**src/rtl/ascon_pack.sv**
```systemverilog
// Shared types and constants for the Ascon-128 permutation datapath.
package ascon_pack;

  // Number of rounds in the permutation; legal round indices are 0..NB_ROUNDS-1.
  localparam int NB_ROUNDS = 12;

  // Highest legal round index at the width of the round_i port.
  localparam logic [3:0] LAST_ROUND = 4'(NB_ROUNDS - 1);

  // Permutation state: five 64-bit words, x0 at index 0, bit 63 is the word MSB.
  typedef logic [63:0] type_state [0:4];

  // Round constants c(r) = ((15 - r) << 4) | r.
  localparam logic [7:0] ROUND_CONST [0:NB_ROUNDS-1] = '{
    8'hf0, 8'he1, 8'hd2, 8'hc3, 8'hb4, 8'ha5,
    8'h96, 8'h87, 8'h78, 8'h69, 8'h5a, 8'h4b
  };

endpackage

```
**src/rtl/ascon_round_const.sv**
```systemverilog
// Round-constant lookup: maps a round index to its 8-bit constant.
// Indices past the last round map to zero so the state passes through untouched.
module ascon_round_const
  import ascon_pack::*;
(
  input  logic [3:0] round_i,
  output logic [7:0] const_o
);

  // Table lookup with out-of-range indices forced to zero.
  always_comb begin
    // NOTE: defaulting the output first keeps every path assigned, so no latch is inferred.
    const_o = 8'h00;
    if (round_i <= LAST_ROUND) begin
      const_o = ROUND_CONST[round_i];
    end
  end

endmodule

```
**src/rtl/ascon_const_add.sv**
```systemverilog
// Ascon pC layer: XORs the round constant into the low byte of x2 and
// registers the result with a valid strobe and a round-range error flag.
// One-cycle latency, full throughput, no path from inputs to outputs.
module ascon_const_add
  import ascon_pack::*;
(
  input  logic       clock_i,
  input  logic       reset_i,
  input  logic       valid_i,
  input  logic [3:0] round_i,
  input  type_state  pc_in_i,
  output type_state  pc_out_o,
  output logic       valid_o,
  output logic       round_err_o
);

  logic [7:0] round_const;
  type_state  next_state;

  ascon_round_const u_round_const (
    .round_i (round_i),
    .const_o (round_const)
  );

  // Constant addition: only the least-significant byte of x2 can change.
  always_comb begin
    next_state    = pc_in_i;
    next_state[2] = pc_in_i[2] ^ {56'h0, round_const};
  end

  // Output register: captures on valid_i, holds data on idle cycles, valid_o strobes.
  always_ff @(posedge clock_i or posedge reset_i) begin
    if (reset_i) begin
      // NOTE: this is a 320-bit pipeline register, not a memory array, so clearing it in reset is cheap and gives a defined output.
      pc_out_o    <= '{default: 64'h0};
      valid_o     <= 1'b0;
      round_err_o <= 1'b0;
    end else begin
      // NOTE: non-blocking assignments so every register samples pre-edge values.
      valid_o <= valid_i;
      if (valid_i) begin
        pc_out_o    <= next_state;
        round_err_o <= (round_i > LAST_ROUND);
      end
    end
  end

endmodule

```
**config.mk**
```make
export PLATFORM = sky130hd
export DESIGN_NAME = ascon_const_add
export DESIGN_NICKNAME = d
export VERILOG_FILES = /design/src/rtl/ascon_pack.sv /design/src/rtl/ascon_round_const.sv /design/src/rtl/ascon_const_add.sv
export SDC_FILE = /design/constraint.sdc
export NUM_CORES = 1
export LEC_CHECK = 0
export ABC_CLOCK_PERIOD_IN_PS = 23900
export CAP_MARGIN = 20
export CORE_AREA = 2 2 252 254
export DETAILED_ROUTE_END_ITERATION = 16
export DIE_AREA = 0 0 254 256
export GPL_TIMING_DRIVEN = 0
export PLACE_DENSITY_LB_ADDON = 0.25
export SYNTH_ARGS = -nofsm -noshare
export SYNTH_HDL_FRONTEND = slang
export SYNTH_SLANG_ARGS = --single-unit
export TNS_END_PERCENT = 10
```
**constraint.sdc**
```tcl
create_clock -name clock_i -period 23.9 [get_ports clock_i]
set_input_delay 5.975 -clock clock_i [delete_from_list [all_inputs] [get_ports clock_i]]
set_output_delay 5.975 -clock clock_i [all_outputs]
set_load 0.05 [all_outputs]
```
==> impl_metrics.json, run 1 <==
{
  "status": "complete, no violations",
  "setup.worst_path.end_class": "output pin",
  "cp_slowest_cell": "clkdlybuf4s50_1",
  "place_congestion": 0.758,
  "drive_above_1_share_pct": 29.0,
  "nets": 1721,
  "grt_max_degree": 123,
  "drt-initial-drc-count": 257,
  "routedWlPerCell_um": 18.1,
  "worstSetupPathType": "reg -> out",
  "hold_class": "reg -> reg",
  "place_inst": 2198,
  "skew_ns": 0,
  "cp_num_buf_inv": 1,
  "crit_path_start_kind": "flop",
  "antenna_found_initial": 0,
  "cts_resized": 0,
  "yosysUniqueCellTypes": 13,
  "netlist_area_um2": 12200,
  "ctsHoldBuffers": 0,
  "die_h_um": 256,
  "die_w_um": 254,
  "crit_chain": "clkdlybuf4s50_1",
  "cts_root_buf": "clkbuf_16",
  "cts_sinks": 322,
  "critPathArrivalTime_ns": 1.80,
  "grt_pass1_vias": 9597,
  "antenna_cells": 0,
  "cts.clk_slew.worst_paths_ns": 0.05,
  "core-area_um2": 62400,
  "syn_nets": 1031,
  "setup_viol": 0,
  "rsz0062_at_grt": "false",
  "powerDensity_nw_per_um2": 79.7,
  "max_stage_delay_ns": 0.89,
  "avgSynthCellArea_um2": 17.3,
  "grt_overflow": 0,
  "cts_setup_buffers": 0,
  "drt-total-wl_mm": 41.0,
  "start_util_pct": 19.5,
  "finalCritPeriodShare_pct": 32.5,
  "track_usage_pct": 12.4,
  "path_delay_family": "buffers and inverters",
  "syn2layout_area_growth_pct": 72.4,
  "fin_hold_ws_ns": 0.501,
  "clk_latency_ns": 0.54,
  "drc": 0,
  "crit_required_ns": 17.93,
  "timing.fmax_mhz": 129,
  "final.setup.tns_ns": 0,
  "cts_tree": "built",
  "max_slew_margin_pct": 52.5,
  "cts_buffers": 40,
  "io_buffer_count": 646,
  "fin_cells": 2269,
  "worstMarginPinSlew_ns": 0.713,
  "cp_max_fo": 2,
  "netlist_instances": 704,
  "p_leak_nw": 8.44,
  "slew_violations": 0,
  "ys_seq_area_share_pct": 66.2,
  "antenna_left": 0,
  "peakVddDrop_v": 0.0000377,
  "dp_hpwl_mm": 31.7,
  "ys_seq_elements": 322,
  "die-area_um2": 65000,
  "hold_viol": 0,
  "rows": 92,
  "period_needed_ns": 7.78,
  "drv_cap": 0,
  "htree_levels": 2,
  "io_pins": 649,
  "vias_per_cell": 3.78,
  "drtPass1Iterations": 4,
  "ys_warn_count": 0,
  "grt_first_pass_wirelength_mm": 60.7,
  "vias": 8569,
  "clockBufferDepth": 3
}
-- state kept, by name, indices dropped and copies added (netlist names) --
register / cells
pc_out_o: 320
round_err_o: 1
valid_o: 1
-- placed cells by master, fill, tap and decap left out, types with 2 or more instances in the layout --
cell type	netlist	routed
inv_6	0	3
clkdlybuf4s50_1	0	646
nor2_1	6	6
clkinv_2	0	8
clkbuf_1	0	13
buf_16	0	2
dfrtp_1	322	322
clkbuf_16	0	41
clkbuf_8	0	4
nor2b_1	2	2
mux2_2	314	314
a21oi_1	8	8
xnor2_1	8	8
buf_6	34	34
a21boi_0	2	2
buf_4	2	2
clkbuf_2	2	2
-- synthesized netlist by cell type --
library cell | instances | area (µm²)
clkbuf_2 | 2 | 10.0
dfrtp_1 | 322 | 8060
buf_4 | 2 | 15.0
nand3_1 | 1 | 5.00
inv_1 | 2 | 7.51
nor2_1 | 6 | 22.5
xnor2_1 | 8 | 70.1
nor2b_1 | 2 | 12.5
buf_6 | 34 | 383
a21oi_1 | 8 | 40.0
o21ai_0 | 1 | 5.00
mux2_2 | 314 | 3540
a21boi_0 | 2 | 15.0
-- layout make-up --
| cell class | instances | area (µm²) |
|---|---|---|
| fillers | 6226 | 41400 |
| plain buffers | 38 | 408 |
| clock buffers | 58 | 1130 |
| inverters | 2 | 15.0 |
| well taps | 846 | 1060 |
| repair buffers | 648 | 6520 |
| multi-input cells | 342 | 3710 |
| flip-flops and latches | 322 | 8060 |
| clock inverters | 13 | 104 |
-- routing by layer --
metal  up-vias  part of all wire, %  track usage [%]
met5         -                    0                0
met4         0                  2.7             4.18
met3        66                  8.5             4.27
met2       356                   53             22.7
met1      4289                   36             13.0
li1       3858                    -                -
-- power breakdown --
group | total, mW | switching, mW | internal [mW]
registers | 0.629 | 0.0284 | 0.601
clock network | 0.574 | 0.235 | 0.339
logic | 0.471 | 0.280 | 0.191
-- kinds of logic (layout without fill, tap and decap cells) --
logic type,Yosys count,after routing,share of synthesized area [%]
and+or+nand+nor,9,9,0.329
xor gates and xnor gates,8,8,0.575
muxes,314,314,29.0
AOI/OAI and AO/OA,11,11,0.493
DFF,322,322,66.2
buffers and inverters,40,759,3.41
-- final timing paths --
check | startpoint | to | slack [ns] | cells past startpoint
min in group asynchronous | reset_i | pc_out_o[0] | 5.95 | 2
hold reg to reg | pc_out_o[284] | pc_out_o[284] | 0.50 | 1
max in group asynchronous | reset_i | pc_out_o[234] | 16.80 | 3
hold / removal | pc_out_o[284] | pc_out_o[284] | 0.50 | 1
setup / recovery | pc_out_o[236] | pc_out_o[236] | 16.12 | 1
setup reg to reg | pc_out_o[235] | pc_out_o[235] | 23.08 | 1
-- metrics by stage --
step | cell area, µm² | total power [mW] | utilization (%) | setup slack, ns
final | 21000 | 1.67 | 33.7 | 16.12
after global routing | 21000 | 1.75 | 33.7 | 16.04
after CTS | 21000 | 1.71 | 33.7 | 16.04
after detailed placement | 19800 | 1.11 | 31.7 | 16.07
after global placement | 19700 | 1.11 | 31.6 | 4.23
after floorplan | 12200 | 0.913 | - | 9.01
No activity file was read; power rests on OpenSTA's default activity.
==> inputs of run 2 (changes only) <==
- ABC_CLOCK_PERIOD_IN_PS: 23900 -> 7200
- clock period: 23.9 -> 7.2 ns (I/O delays scaled with it)
==> impl_metrics.json, run 2 (synthesis gave the netlist of run 1 again) <==
{
  "status": "complete, no violations",
  "cp_max_fo": 2,
  "clk_latency_ns": 0.54,
  "final_cell_mix": "646 x clkdlybuf4s50_1, 322 x dfrtp_1, 314 x mux2_2",
  "track_usage_pct": 12.4,
  "die_w_um": 254,
  "core-area_um2": 62400,
  "drt-total-wl_mm": 41.6,
  "largest_reg_flops": 320,
  "grt_overflow": 0,
  "drive_above_1_share_pct": 29.7,
  "drv_cap": 0,
  "crit_path_start_kind": "flop",
  "htree_levels": 2,
  "drtPass1Iterations": 4,
  "setup.worst_path.end_class": "output pin",
  "power.internal_mw": 3.81,
  "io_buffer_count": 646,
  "worstMarginPinSlew_ns": 0.761,
  "timing.fmax_mhz": 274,
  "max_slew_margin_pct": 49.1,
  "cts_root_buf": "clkbuf_16",
  "pwr-share-seq_pct": 37.1,
  "timing.final.ws_setup_ns": 3.55,
  "skew_ns": 0,
  "routedWlPerCell_um": 18.3,
  "cp_slowest_cell": "clkdlybuf4s50_1",
  "cp_num_buf_inv": 1,
  "slew_violations": 0,
  "hold_class": "reg -> reg",
  "dp_hpwl_mm": 32.6,
  "antenna_found_initial": 2,
  "clockBufferDepth": 3,
  "crit_required_ns": 5.40,
  "vias": 8546,
  "peakVddDrop_v": 0.000155,
  "drt-initial-drc-count": 197,
  "cts_tree": "built",
  "p_comb_share_pct": 28.0,
  "vias_per_cell": 3.75,
  "post-route-util_pct": 33.9,
  "place_congestion": 0.762,
  "cts_buffers": 40,
  "grt_max_degree": 40,
  "antenna_left": 0,
  "path_delay_family": "buffers and inverters",
  "switching_share_pct": 32.2,
  "setup_viol": 0,
  "die_h_um": 256,
  "drc": 0,
  "pre_cts_slack_ns": 3.43,
  "top_register": "pc_out_o",
  "powerDensity_nw_per_um2": 266,
  "io_pins": 649,
  "finalCritPeriodShare_pct": 50.8,
  "start_util_pct": 19.5,
  "grt_first_pass_wirelength_mm": 60.5,
  "rows": 92,
  "crit_chain": "clkdlybuf4s50_1",
  "cts_setup_buffers": 0,
  "fill_cells": 6162,
  "worstSetupPathType": "reg -> out",
  "fin_hold_ws_ns": 0.502,
  "ctsHoldBuffers": 0,
  "die-area_um2": 65000,
  "hold_viol": 0,
  "syn2layout_area_growth_pct": 73.9,
  "p_clk_share_pct": 34.9,
  "critPathArrivalTime_ns": 1.85,
  "layout_commonest_cell": "clkdlybuf4s50_1",
  "cts_resized": 0,
  "p_switching_mw": 1.81,
  "rsz0062_at_grt": "false",
  "nets": 1728,
  "cts.clk_slew.worst_paths_ns": 0.06,
  "grt_pass1_vias": 9386,
  "p_leak_nw": 8.53,
  "reg_top3": "pc_out_o x320, round_err_o x1, valid_o x1",
  "final.setup.tns_ns": 0,
  "max_stage_delay_ns": 0.97,
  "cts_sinks": 322,
  "period_needed_ns": 3.65
}
## run 2: changes by cell type in the layout (fill, tap and decap cells not counted), sizes merged
cell,before,now
buf,38,45
bufinv,1,0
inv,5,3
clkbuf,60,65
clkinv,8,6
diode,0,1
## run 2: worst paths after layout
check                                    from  cells after the start  slack, ns            end
worst max-delay path             pc_out_o[68]                      1       3.55   pc_out_o[68]
worst max register to register  pc_out_o[230]                      1       6.40  pc_out_o[230]
worst min register to register   pc_out_o[54]                      1       0.50   pc_out_o[54]
max in group asynchronous             reset_i                      5       4.28  pc_out_o[291]
min in group asynchronous             reset_i                      2       1.74  pc_out_o[221]
worst min-delay path             pc_out_o[54]                      1       0.50   pc_out_o[54]
## run 2: power by group through the flow
stage          clock network [mW]  registers (mW)  logic, mW
6_report                     1.96            2.09       1.57
5_1_grt                      2.12            2.11       1.64
4_1_cts                      2.05            2.09       1.60
3_5_place_dp                    0            2.12       1.59
3_3_place_gp                    0            2.12       1.57
2_1_floorplan                   0            2.76      0.266
## run 2: area by class of cell
type	count	area, µm²	share of cell area [%]
clock inverters	8	47.5	0.225
clock buffers	63	1240	5.85
flip-flops and latches	322	8060	38.1
inverters	2	11.3	0.0532
plain buffers	38	408	1.93
diodes	1	2.50	0.0118
repair buffers	655	6650	31.4
well taps	846	1060	5.00
multi-input cells	342	3710	17.5
## run 2: per-stage QoR
| stage | instance area (µm²) | std cells | total power, mW |
|---|---|---|---|
| 2_1_floorplan | 12200 | 704 | 3.03 |
| 3_3_place_gp | 19700 | 2196 | 3.69 |
| 3_5_place_dp | 19900 | 2205 | 3.71 |
| 4_1_cts | 21200 | 2276 | 5.74 |
| 5_1_grt | 21200 | 2277 | 5.87 |
| 6_report | 21200 | 2277 | 5.62 |
## run 2: layer usage
| metal | GRT usage, % | part of all wire [%] | vias to the layer above |
|---|---|---|---|
| li1 | - | - | 3880 |
| met1 | 12.8 | 36 | 4245 |
| met2 | 22.7 | 52 | 352 |
| met3 | 4.73 | 9.0 | 69 |
| met4 | 4.33 | 3.0 | 0 |
| met5 | 0 | 0 | - |
==> inputs of run 3 (changes only) <==
- ABC_CLOCK_PERIOD_IN_PS: 7200 -> 3100
- clock period: 7.2 -> 3.1 ns (I/O delays scaled with it)
==> results of run 3 <==
The final DEF is identical to that of run 2. Status: complete, no violations.
Among the figures that moved: setup slack after placement 3.43 ns -> 0.354 ns; setup slack after layout 3.55 ns -> 0.471 ns; register-to-register setup slack 6.40 ns -> 2.30 ns; total power 5.62 mW -> 13.1 mW; worst IR drop on VDD 0.000155 V -> 0.000360 V
